**src/rtl/ms_cmd_dec_pipe.sv**
```systemverilog
// ms_cmd_dec_pipe: parametrised command decode stage.
//
// Picks one of NCH packed decoder bundles by ACpuType (strict index mux),
// sequences multi-step commands with a step watchdog, arbitrates the unity
// (exclusive) handshake and holds the chosen VLIW bundle in a registered
// valid/ready slot that feeds the execute stage.
//
// Optional feature macro: MS_CMD_DEC_STAT_EN (issued-command counter on AStatCmdCnt).
//
// Ports:
//   AClkH, AResetHN        clock, asynchronous active-low reset
//   ACpuType               channel select; ACpuTypeErr flags an out-of-range select
//   ADecVliw/ADecCmdLen/
//   ADecStepNext/ADecUnityReq  per-channel decoder bundles, channel k at slice k
//   AQueValid/AQueUsed/AQueUsedLen  fetch queue handshake (consume pulse + length)
//   AStepThis              current step code fed back to the decoders
//   AUnityReq/AUnityAck    exclusive execution handshake
//   AMemPend, AFlush       issue block, pipeline flush
//   AExecVliw/AExecValid/AExecReady  registered output slot
//   AStepErr               one-cycle pulse when the step watchdog trips
//   AStatCmdCnt            issued-command counter (0 when the feature is off)
module ms_cmd_dec_pipe #(
   parameter int unsigned NCH      = 2,
   parameter int unsigned VLIW_W   = 160,
   parameter int unsigned STEP_W   = 10,
   parameter int unsigned TYPE_W   = 2,
   parameter int unsigned STEP_MAX = 64
) (
   input  logic                    AClkH,
   input  logic                    AResetHN,
   input  logic [TYPE_W-1:0]       ACpuType,
   input  logic [NCH*VLIW_W-1:0]   ADecVliw,
   input  logic [NCH*2-1:0]        ADecCmdLen,
   input  logic [NCH*STEP_W-1:0]   ADecStepNext,
   input  logic [NCH-1:0]          ADecUnityReq,
   input  logic                    AQueValid,
   output logic                    AQueUsed,
   output logic [1:0]              AQueUsedLen,
   output logic [STEP_W-1:0]       AStepThis,
   output logic                    AUnityReq,
   input  logic                    AUnityAck,
   input  logic                    AMemPend,
   input  logic                    AFlush,
   output logic [VLIW_W-1:0]       AExecVliw,
   output logic                    AExecValid,
   input  logic                    AExecReady,
   output logic                    ACpuTypeErr,
   output logic                    AStepErr,
   output logic [31:0]             AStatCmdCnt
);

   localparam int unsigned CntW = $clog2(STEP_MAX + 1);

   typedef enum logic {StRun, StUnity} stateT;

   stateT             state;
   logic [CntW-1:0]   stepCnt;

   logic [VLIW_W-1:0] selVliw;
   logic [1:0]        selLen;
   logic [STEP_W-1:0] selStep;
   logic              selUnity;
   logic              slotFree;
   logic              go;
   logic              unityStart;
   logic              capture;

   assign ACpuTypeErr = (32'(ACpuType) >= NCH);

   // Equality-decoded mux: an out-of-range select matches no channel, so the
   // selected fields fall back to zero.
   always_comb begin
      selVliw  = '0;
      selLen   = '0;
      selStep  = '0;
      selUnity = 1'b0;
      for (int unsigned k = 0; k < NCH; k++) begin
         if (32'(ACpuType) == k) begin
            selVliw  = ADecVliw[k*VLIW_W +: VLIW_W];
            selLen   = ADecCmdLen[k*2 +: 2];
            selStep  = ADecStepNext[k*STEP_W +: STEP_W];
            selUnity = ADecUnityReq[k];
         end
      end
   end

   assign slotFree   = !AExecValid || AExecReady;
   assign go         = (state == StRun) && AQueValid && slotFree && !AMemPend && !ACpuTypeErr;
   // A held AUnityReq means the grant already arrived: the command issues this time.
   assign unityStart = go && selUnity && !AUnityReq;
   assign capture    = go && !unityStart;

   always_ff @(posedge AClkH or negedge AResetHN) begin
      if (!AResetHN) begin
         state       <= StRun;
         stepCnt     <= '0;
         AQueUsed    <= 1'b0;
         AQueUsedLen <= '0;
         AStepThis   <= '0;
         AUnityReq   <= 1'b0;
         AExecVliw   <= '0;
         AExecValid  <= 1'b0;
         AStepErr    <= 1'b0;
      end else begin
         AQueUsed <= 1'b0;
         AStepErr <= 1'b0;
         if (AFlush) begin
            // AExecVliw deliberately keeps its last value.
            state      <= StRun;
            stepCnt    <= '0;
            AStepThis  <= '0;
            AUnityReq  <= 1'b0;
            AExecValid <= 1'b0;
         end else begin
            if (capture) begin
               AExecVliw  <= selVliw;
               AExecValid <= 1'b1;
               AUnityReq  <= 1'b0;
               if (selStep == '0) begin
                  AQueUsed    <= 1'b1;
                  AQueUsedLen <= selLen;
                  AStepThis   <= '0;
                  stepCnt     <= '0;
               end else if (stepCnt == CntW'(STEP_MAX - 1)) begin
                  // Runaway command: force completion so the queue advances.
                  AStepErr    <= 1'b1;
                  AQueUsed    <= 1'b1;
                  AQueUsedLen <= selLen;
                  AStepThis   <= '0;
                  stepCnt     <= '0;
               end else begin
                  AStepThis <= selStep;
                  stepCnt   <= stepCnt + CntW'(1);
               end
            end else if (AExecReady) begin
               // Slot drains whenever nothing new is captured.
               AExecValid <= 1'b0;
            end

            if (unityStart) begin
               AUnityReq <= 1'b1;
               state     <= StUnity;
            end else if (state == StUnity && AUnityAck) begin
               state <= StRun;
            end
         end
      end
   end

`ifdef MS_CMD_DEC_STAT_EN
   logic [31:0] statCnt;

   // Counts consume pulses after they are registered, so flush never hides one.
   always_ff @(posedge AClkH or negedge AResetHN) begin
      if (!AResetHN) begin
         statCnt <= '0;
      end else if (AQueUsed) begin
         statCnt <= statCnt + 32'd1;
      end
   end

   assign AStatCmdCnt = statCnt;
`else
   assign AStatCmdCnt = '0;
`endif

endmodule
```
**config.mk**
```make
export PLATFORM = sky130hd
export DESIGN_NAME = ms_cmd_dec_pipe
export DESIGN_NICKNAME = d
export VERILOG_FILES = /design/src/rtl/ms_cmd_dec_pipe.sv
export SDC_FILE = /design/constraint.sdc
export NUM_CORES = 1
export LEC_CHECK = 0
export ABC_AREA = 1
export CAP_MARGIN = 40
export CORE_AREA = 5 5 216 218
export DETAILED_ROUTE_END_ITERATION = 8
export DIE_AREA = 0 0 221 223
export PLACE_DENSITY_LB_ADDON = 0.15
export SYNTH_ARGS = -nofsm -noshare
export SYNTH_HDL_FRONTEND = slang
export SYNTH_SLANG_ARGS = --single-unit
```
**constraint.sdc**
```tcl
create_clock -name AClkH -period 1.77 [get_ports AClkH]
set_input_delay 0.354 -clock AClkH [delete_from_list [all_inputs] [get_ports AClkH]]
set_output_delay 0.354 -clock AClkH [all_outputs]
set_load 0.02 [all_outputs]
```
# Word level (Yosys, flattened, before mapping)
# Cells that the tools add are included.
# W data, S select, Z words.
# op_classes
add_sub_neg	1
n_eq_ne	2
n_bitwise	2
order_cmp	1
reduce_logical	23
mux	34
# ops
op	n
$mux W160	2
$mux W10	6
$mux W7	4
$mux W1	18
$logic_not A10 Y1	1
$reduce_bool A3 Y1	3
$logic_and A1 B1 Y1	8
$mux W2	4
$add A7 B1 Y7 const B	1
$eq A7 B6 Y1 const B	1
$logic_not A1 Y1	5
$reduce_bool A2 Y1	2
$reduce_and A3 Y1	1
$eq A2 B1 Y1 const B	1
$ge A2 B2 Y1 const B	1
$logic_not A2 Y1	1
$not A1 Y1	2
$reduce_and A2 Y1	1
$logic_or A1 B1 Y1	1
# word_totals
ff_bits	184
output_inout_bits	209
wordCells	72
in_bits	355

# Longest topological paths before layout
# Gate-level depths: netlist of the first run.
# depth
ltp_word	12
depth_mapped	11
mapped_depth_nobuf	10

# Worst setup path after synthesis of the first run
# OpenSTA, ideal clock, no wires.
# synth_path
path_kind	flip-flop to flip-flop
from	register AExecValid
to	register AExecVliw[59]
required_time_ns	1.654
period_less_slack_ns	1.533
setup_time_ns	0.116
n_path_buf	2
path_slack_ns	0.237
arrival_time_ns	1.417
stages_incl_launch_ff	10
path_cell_list	dfrtp_1 > nand2_1 > nand2_1 > nor2_1 > a21boi_2 > nand2_2 > buf_2 > buf_2 > nand2_1 > nand2_1
# synth_via
elab_chain_len	10
# synth_lines
element	line	text
start: declaration	45	output logic AExecValid,
start signal: assignment	102	AExecValid <= 1'b0;
start signal: assignment	113	AExecValid <= 1'b0;
start signal: assignment	117	AExecValid <= 1'b1;
$logic_not A1 Y1 (*)	87	assign slotFree = !AExecValid || AExecReady;
$logic_or A1 B1 Y1 (*)	87	
$logic_and A1 B1 Y1 (*) (3 in series)	88	assign go = (state == StRun) && AQueValid && slotFree && !AMemPend && !ACpuTypeErr;
$logic_and A1 B1 Y1 (2 in series)	90	assign unityStart = go && selUnity && !AUnityReq;
$logic_not A1 Y1	91	assign capture = go && !unityStart;
$logic_and A1 B1 Y1 (*)	91	
$reduce_and A2 Y1 (no line) (*)	--	
end signal: assignment	116	AExecVliw <= selVliw;
end: declaration	44	output logic [VLIW_W-1:0] AExecVliw,
# Every way passes the cells marked *; elsewhere a longest branch is shown, timed or not.
# A chain may end at the register's enable or synchronous reset.

# Worst setup path after layout of the first run
# layout_path
from	register state
to	register AExecVliw[115]
# layout_via
elab_chain_len	10
# layout_lines
element	line	text
start: declaration	56	stateT state;
start signal: assignment	95	state <= StRun;
start signal: assignment	109	state <= StRun;
start signal: assignment	142	state <= StUnity;
$not A1 Y1 (*)	88	
$logic_and A1 B1 Y1 (*) (4 in series)	88	
$logic_and A1 B1 Y1 (2 in series)	90	
$logic_not A1 Y1	91	
$logic_and A1 B1 Y1 (*)	91	
$reduce_and A2 Y1 (no line) (*)	--	
# Marks and branches as above.

==> results of run 1 <==
-- cells in the mapped netlist, types with 2 or more instances --
cell      count  area, um2
nand2_1     867       3250
nor2_2        2       12.5
buf_1         5       18.8
o21ai_0       6       30.0
nand3_1     181        906
o21ai_1       9       45.0
dfrtp_1     184       4600
inv_1        11       41.3
inv_2         2       7.51
buf_6         6       67.6
buf_2        50        250
xor2_1        4       35.0
nor3_1        2       10.0
nor2_1       14       52.6
buf_4        45        338
a21oi_1       3       15.0
clkbuf_1     23       86.3
nand2_2       2       12.5
-- cell families after synthesis --
logic type,Yosys count
simple gates,1069
flops,184
buf+inv,142
compound gates,20
xor+xnor,4
fa+ha+maj,1
other cells,1
-- power breakdown --
group / internal, uW / total, uW / switching (uW)
registers: 4840 / 5200 / 356
clock network: 2390 / 4170 / 1780
logic: 1880 / 4270 / 2380
total: 9120 / 13600 / 4520
-- registers in the layout (all words and copies together), names as in the netlist --
register and cells:
stepCnt 7, AExecValid 1, state 1, AQueUsed 1, AQueUsedLen 2, AStepThis 10
AStepErr 1, AUnityReq 1, AExecVliw 160
-- area by class of cell --
type | count | area, um2 | area share, %
multi-input combinational | 1126 | 4710 | 27.7
timing repair inverter | 1 | 16.3 | 0.0957
sequential | 184 | 4600 | 27.1
tap | 600 | 751 | 4.42
inverter | 13 | 77.6 | 0.456
timing repair buffer | 611 | 6220 | 36.6
clock buffer | 19 | 433 | 2.55
clock inverter | 13 | 194 | 1.14
-- repair_timing --
action | CTS | global route
resized for setup | 190 | 62
pin swaps | 3 | 19
gates cloned | 1 | 14
hold buffers | 1 | 0
buffers inserted | 0 | 4
hold endpoints to repair | 29 | 0
endpoints found under the setup margin | 317 | 159
-- per-layer routing --
layer	up-vias	GRT usage, %	routed length, um
li1	5403	-	-
met1	5042	20.7	19200
met2	353	27.8	21800
met3	42	5.57	2870
met4	0	4.78	1030
met5	-	0	0
-- metrics by stage --
stage / total power, uW / setup TNS (ps)
global placement: 9950 / -84690
global route: 14400 / -2720
floorplan: 7180 / 0
CTS: 13800 / 0
finish: 13600 / 0
detailed placement: 9950 / -88110
-- final timing paths --
kind / to / slack (ps)
worst min-delay path: AExecVliw[86] / 410
worst max register to register: AExecVliw[115] / 40
min in group AClkH: state / 410
max in group asynchronous: AExecVliw[9] / 770
worst max-delay path: AExecVliw[115] / 40
worst min register to register: AExecVliw[99] / 470
-- worst max-delay path: stages, from the launching register on --
cell and delay (ps):
dfrtp_1 390, nor2_1 110, nand2_2 80, nor2_4 120, a21boi_4 260, nand2_8 170
clkbuf_16 220, clkbuf_16 160, nand2_1 50, nand2_1 50
==> impl_metrics.toml, run 1 <==
[run_status]
status = "complete, no violations"

[cts]
cts_made_buffers = 17
cts_tree = "done"
cts.sinks = 184
clock-root-buffer = "clkbuf_16"
clk_pin_slew_worst_paths_ps = 80
h-tree-depth = 4
clock_path_buffers = 2
clk-insertion-delay-late_ps = 450

[job]
cap_violations = 0

[routing]
wire_per_inst_um = 17.5
post-route-drc-count = 0
vias = 10800
wl_um = 44800
dr.pass1.iters = 5
ant_nets = 0
drtIter0Drc = 558
via_per_inst = 4.22

[synthesis]
yosysWarnings = 0
syn_area_um2 = 9840
yosys.area_share.simple_pct = 43.2
synth_compound_area_share_pct = 1.22
ys_seq_elements = 184
synth.yosys.seq_area_share_pct = 46.8
ys_async_sr_fraction_pct = 100
synth.distinct_cells = 23
synthMuxAreaShare_pct = 0
yosys.area_share.xor_xnor_pct = 0.356
synth_ff_type = "dfrtp_1"
synth_top_family_by_area = "simple AND/OR/NAND/NOR gates"
synth_fa_ha_area_share_pct = 0.127
syn_inst = 1421
avgSynthCellArea_um2 = 6.93
synth_edf_count = 0

[place]
place_inst = 2515
dpl_worst_slack_ps = -571
place.gp.congestion = 0.851
post-dp-hpwl_um = 32800
portBuffers = 531
placed_cell_area_um2 = 16000

[cells_and_area]
area_delta_synth_final_pct = 72.8
stdcell_count = 2567
antenna_cells = 0
layout_common_cells = "nand2_1 (836), clkdlybuf4s50_1 (351), dfrtp_1 (184), nand3_1 (179), dlygate4sd2_1 (178)"
utilization_pct = 38.0
drive_above_1_share_pct = 8.13
nFillCells = 4789
final_area_um2 = 17000
layout_commonest_cell = "nand2_1"
nets = 2310

[timing]
fin_crit_sh_pct = 97.5
period_needed_ps = 1730
fmax_mhz = 580
slew_headroom_pct = 64.3
final_hold_viol_count = 0
worst_slew_pin_slew_ps = 535
setup_ws_ps = 44.7
fin_worst_skew_ps = 14.1
finalSetupViolations = 0
slew_violations = 0
holdWs_ps = 413
grt_setup_unrepaired = "true"

[floorplan]
dieArea_um2 = 49300
core-area_um2 = 44700
ios = 564
start_util_pct = 22.0
fp.dieH_um = 223
die_x_um = 221
fp-row-count = 78

[grt]
grt_antenna_before_repair = 0
grt_pass1_wl_um = 65300
grt_overflow = 0
grt_usage_pct = 16.7
grt_max_degree = 80
grt_pass1_vias = 10900

[worst_setup_path]
arrival_ps = 2060
endpoint_kind = "register"
cp_max_fo = 7
worstPathRequired_ps = 2110
worstSetupStartpointType = "register"
r2r_start = "state"
worstSetupPathType = "reg -> reg"
cp-startpoint = "state"
reg2regPathDepth = 9

[pwr]
ir_worst_vdd_mv = 0.521
cellLeakagePower_uw = 0.00917
power_density_nw_per_um2 = 802

[min_path]
holdCritPathClass = "in -> async"
Power figures use the tool's default switching activity.
==> inputs of run 2 (changes only) <==
CELL_PAD_IN_SITES_DETAIL_PLACEMENT = 0   (was default)
CELL_PAD_IN_SITES_GLOBAL_PLACEMENT = 1   (was default)
CORE_AREA = 5 5 219 221   (was 5 5 216 218)
DIE_AREA = 0 0 224 226   (was 0 0 221 223)
==> run 2 against run 1 <==
  * First-iteration DRC count fell by 14%
  * Flip-flop and latch count did not move
  * Total power fell by 3.5%
  * Die area rose by 2.7%
  * Fmax rose by 2.5%
  * Setup slack improved by 41 ps
  * Worst hold slack improved by 36 ps
  * Sequential share of layout area rose by 0.69 points
  * Global-route usage rose by 0.16 points
  * Non-clock buffer count fell by 2
  * Combinational power fell by 1%
  * Critical endpoint is now AExecVliw[32]
  * Largest power group unchanged
  * Highest routed layer unchanged
==> impl_metrics.toml, run 2 (synthesis results as in run 1) <==
[routing]
via_per_inst = 4.14
vias = 10700
post-route-drc-count = 0
drtIter0Drc = 482
dr.pass1.iters = 5
wire_per_inst_um = 17.2
ant_nets = 0
wl_um = 44300

[worst_setup_path]
cp_max_fo = 9
worstSetupStartpointType = "primary input"
crit_buf_inv = 5
worstPathRequired_ps = 2100
r2r-end = "AExecVliw[32]"
cp-startpoint = "AExecReady"
reg2regPathDepth = 10
slowest_stage = "clkdlybuf4s50_1"
critPathMaxStageDelay_ps = 460
endpoint_kind = "register"
r2r_start = "state"
arrival_ps = 2010
reg2reg_slack_ps = 110
path_cells = "clkdlybuf4s50_1, inv_1, nand2_1, nand2_1, nor2_2, a21boi_4, nand2_8, buf_12, buf_16, buf_12, nand2_1, nand2_1"
worst_path_most_repeated_cell = "nand2_1"
crit_family = "buffers and inverters"
worstSetupPathType = "in -> reg"

[place]
post-dp-hpwl_um = 34000
place_inst = 2535
portBuffers = 531
place.gp.congestion = 0.851
placed_cell_area_um2 = 16100

[floorplan]
core-area_um2 = 46000
ios = 564
fp-row-count = 79
start_util_pct = 21.4
dieArea_um2 = 50600
die_x_um = 224
fp.dieH_um = 226

[timing]
slew_headroom_pct = 52.8
worst_slew_pin_slew_ps = 707
grt_setup_unrepaired = "true"
slew_violations = 0
fmax_mhz = 594
final_hold_viol_count = 0
finalSetupViolations = 0
fin_crit_sh_pct = 95.1
period_needed_ps = 1680
fin_worst_skew_ps = 8.73

[cells_and_area]
largest_register = "AExecVliw"
multi_input_area_um2 = 4580
final_area_um2 = 16600
reg_top3 = "AExecVliw: 160 flops, AStepThis: 10 flops, stepCnt: 7 flops"
drive_above_1_share_pct = 5.96
nets = 2307
nFillCells = 4982
area_delta_synth_final_pct = 68.5
layout.area.seq_um2 = 4600
layout_commonest_cell = "nand2_1"
layout_common_cells = "nand2_1 (867), clkdlybuf4s50_1 (351), dfrtp_1 (184), nand3_1 (181), dlygate4sd2_1 (177)"
stdcell_count = 2573
utilization_pct = 36.1
largest_register_ffs = 160

[cts]
clk_pin_slew_worst_paths_ps = 70
cts.sinks = 184
cts_made_buffers = 17
h-tree-depth = 4
cts_tree = "done"
clock-root-buffer = "clkbuf_16"
clk-insertion-delay-late_ps = 440
clock_path_buffers = 2

[grt]
grt_overflow = 0
grt_usage_pct = 16.8
grt_pass1_wl_um = 66200
grt_max_degree = 101
grt_antenna_before_repair = 5
grt_pass1_vias = 11100

[run_status]
status = "complete, no violations"

[pwr]
power_density_nw_per_um2 = 794
finalPower_uw = 13200
cellLeakagePower_uw = 0.00904
ir_worst_vdd_mv = 0.442

[min_path]
holdCritPathClass = "in -> async"

[job]
cap_violations = 0
-- run 2: per-layer routing --
| metal | routed length (um) | GRT usage [%] | vias to the layer above |
|---|---|---|---|
| met5 | 0 | 0 | - |
| met3 | 4200 | 6.89 | 47 |
| li1 | - | - | 5396 |
| met4 | 963 | 4.90 | 0 |
| met1 | 18000 | 20.1 | 4837 |
| met2 | 21100 | 28.1 | 371 |
-- run 2: final cells by class --
| type | instances | share of cell area, % |
|---|---|---|
| timing repair buffer | 609 | 36.3 |
| sequential | 184 | 27.8 |
| multi-input combinational | 1126 | 27.6 |
| tap | 607 | 4.58 |
| clock buffer | 22 | 2.74 |
| clock inverter | 9 | 0.611 |
| inverter | 13 | 0.340 |
| antenna | 3 | 0.0453 |
-- run 2: worst max-delay path by stage --
stage / endpoint / slack [ps] / cells after the start
after global placement: AExecVliw[37] / -470 / 11
after floorplan: AExecVliw[59] / 240 / 9
after global routing: AQueUsedLen[0] / -7 / 9
final: AExecVliw[32] / 90 / 12
after detailed placement: AExecVliw[32] / -490 / 11
after CTS: AQueUsed / 3 / 1
-- run 2: stage by stage --
stage,hold WS (ps),setup WS [ps],TNS (ps)
2_1_floorplan,58.4,237,0
3_3_place_gp,351,-470,-72180
3_5_place_dp,355,-494,-75440
4_1_cts,431,3.39,0
5_1_grt,460,-7.34,-11.8
6_report,448,86.0,0
-- run 2: where the power goes --
group | leakage (uW) | total, uW | switching, uW | internal, uW
Sequential | 0.00245 | 5180 | 331 | 4840
Combinational | 0.00631 | 4210 | 2380 | 1830
Clock | 0.000274 | 3780 | 1680 | 2100
Total | 0.00904 | 13200 | 4390 | 8780
-- run 2: what timing repair did --
item	4_1_cts	5_1_grt
gates cloned	0	2
hold buffers	1	0
hold endpoints to repair	33	0
gates resized for setup	178	4
pin swaps	0	4
setup buffers	0	1
endpoints found under the setup margin	184	27
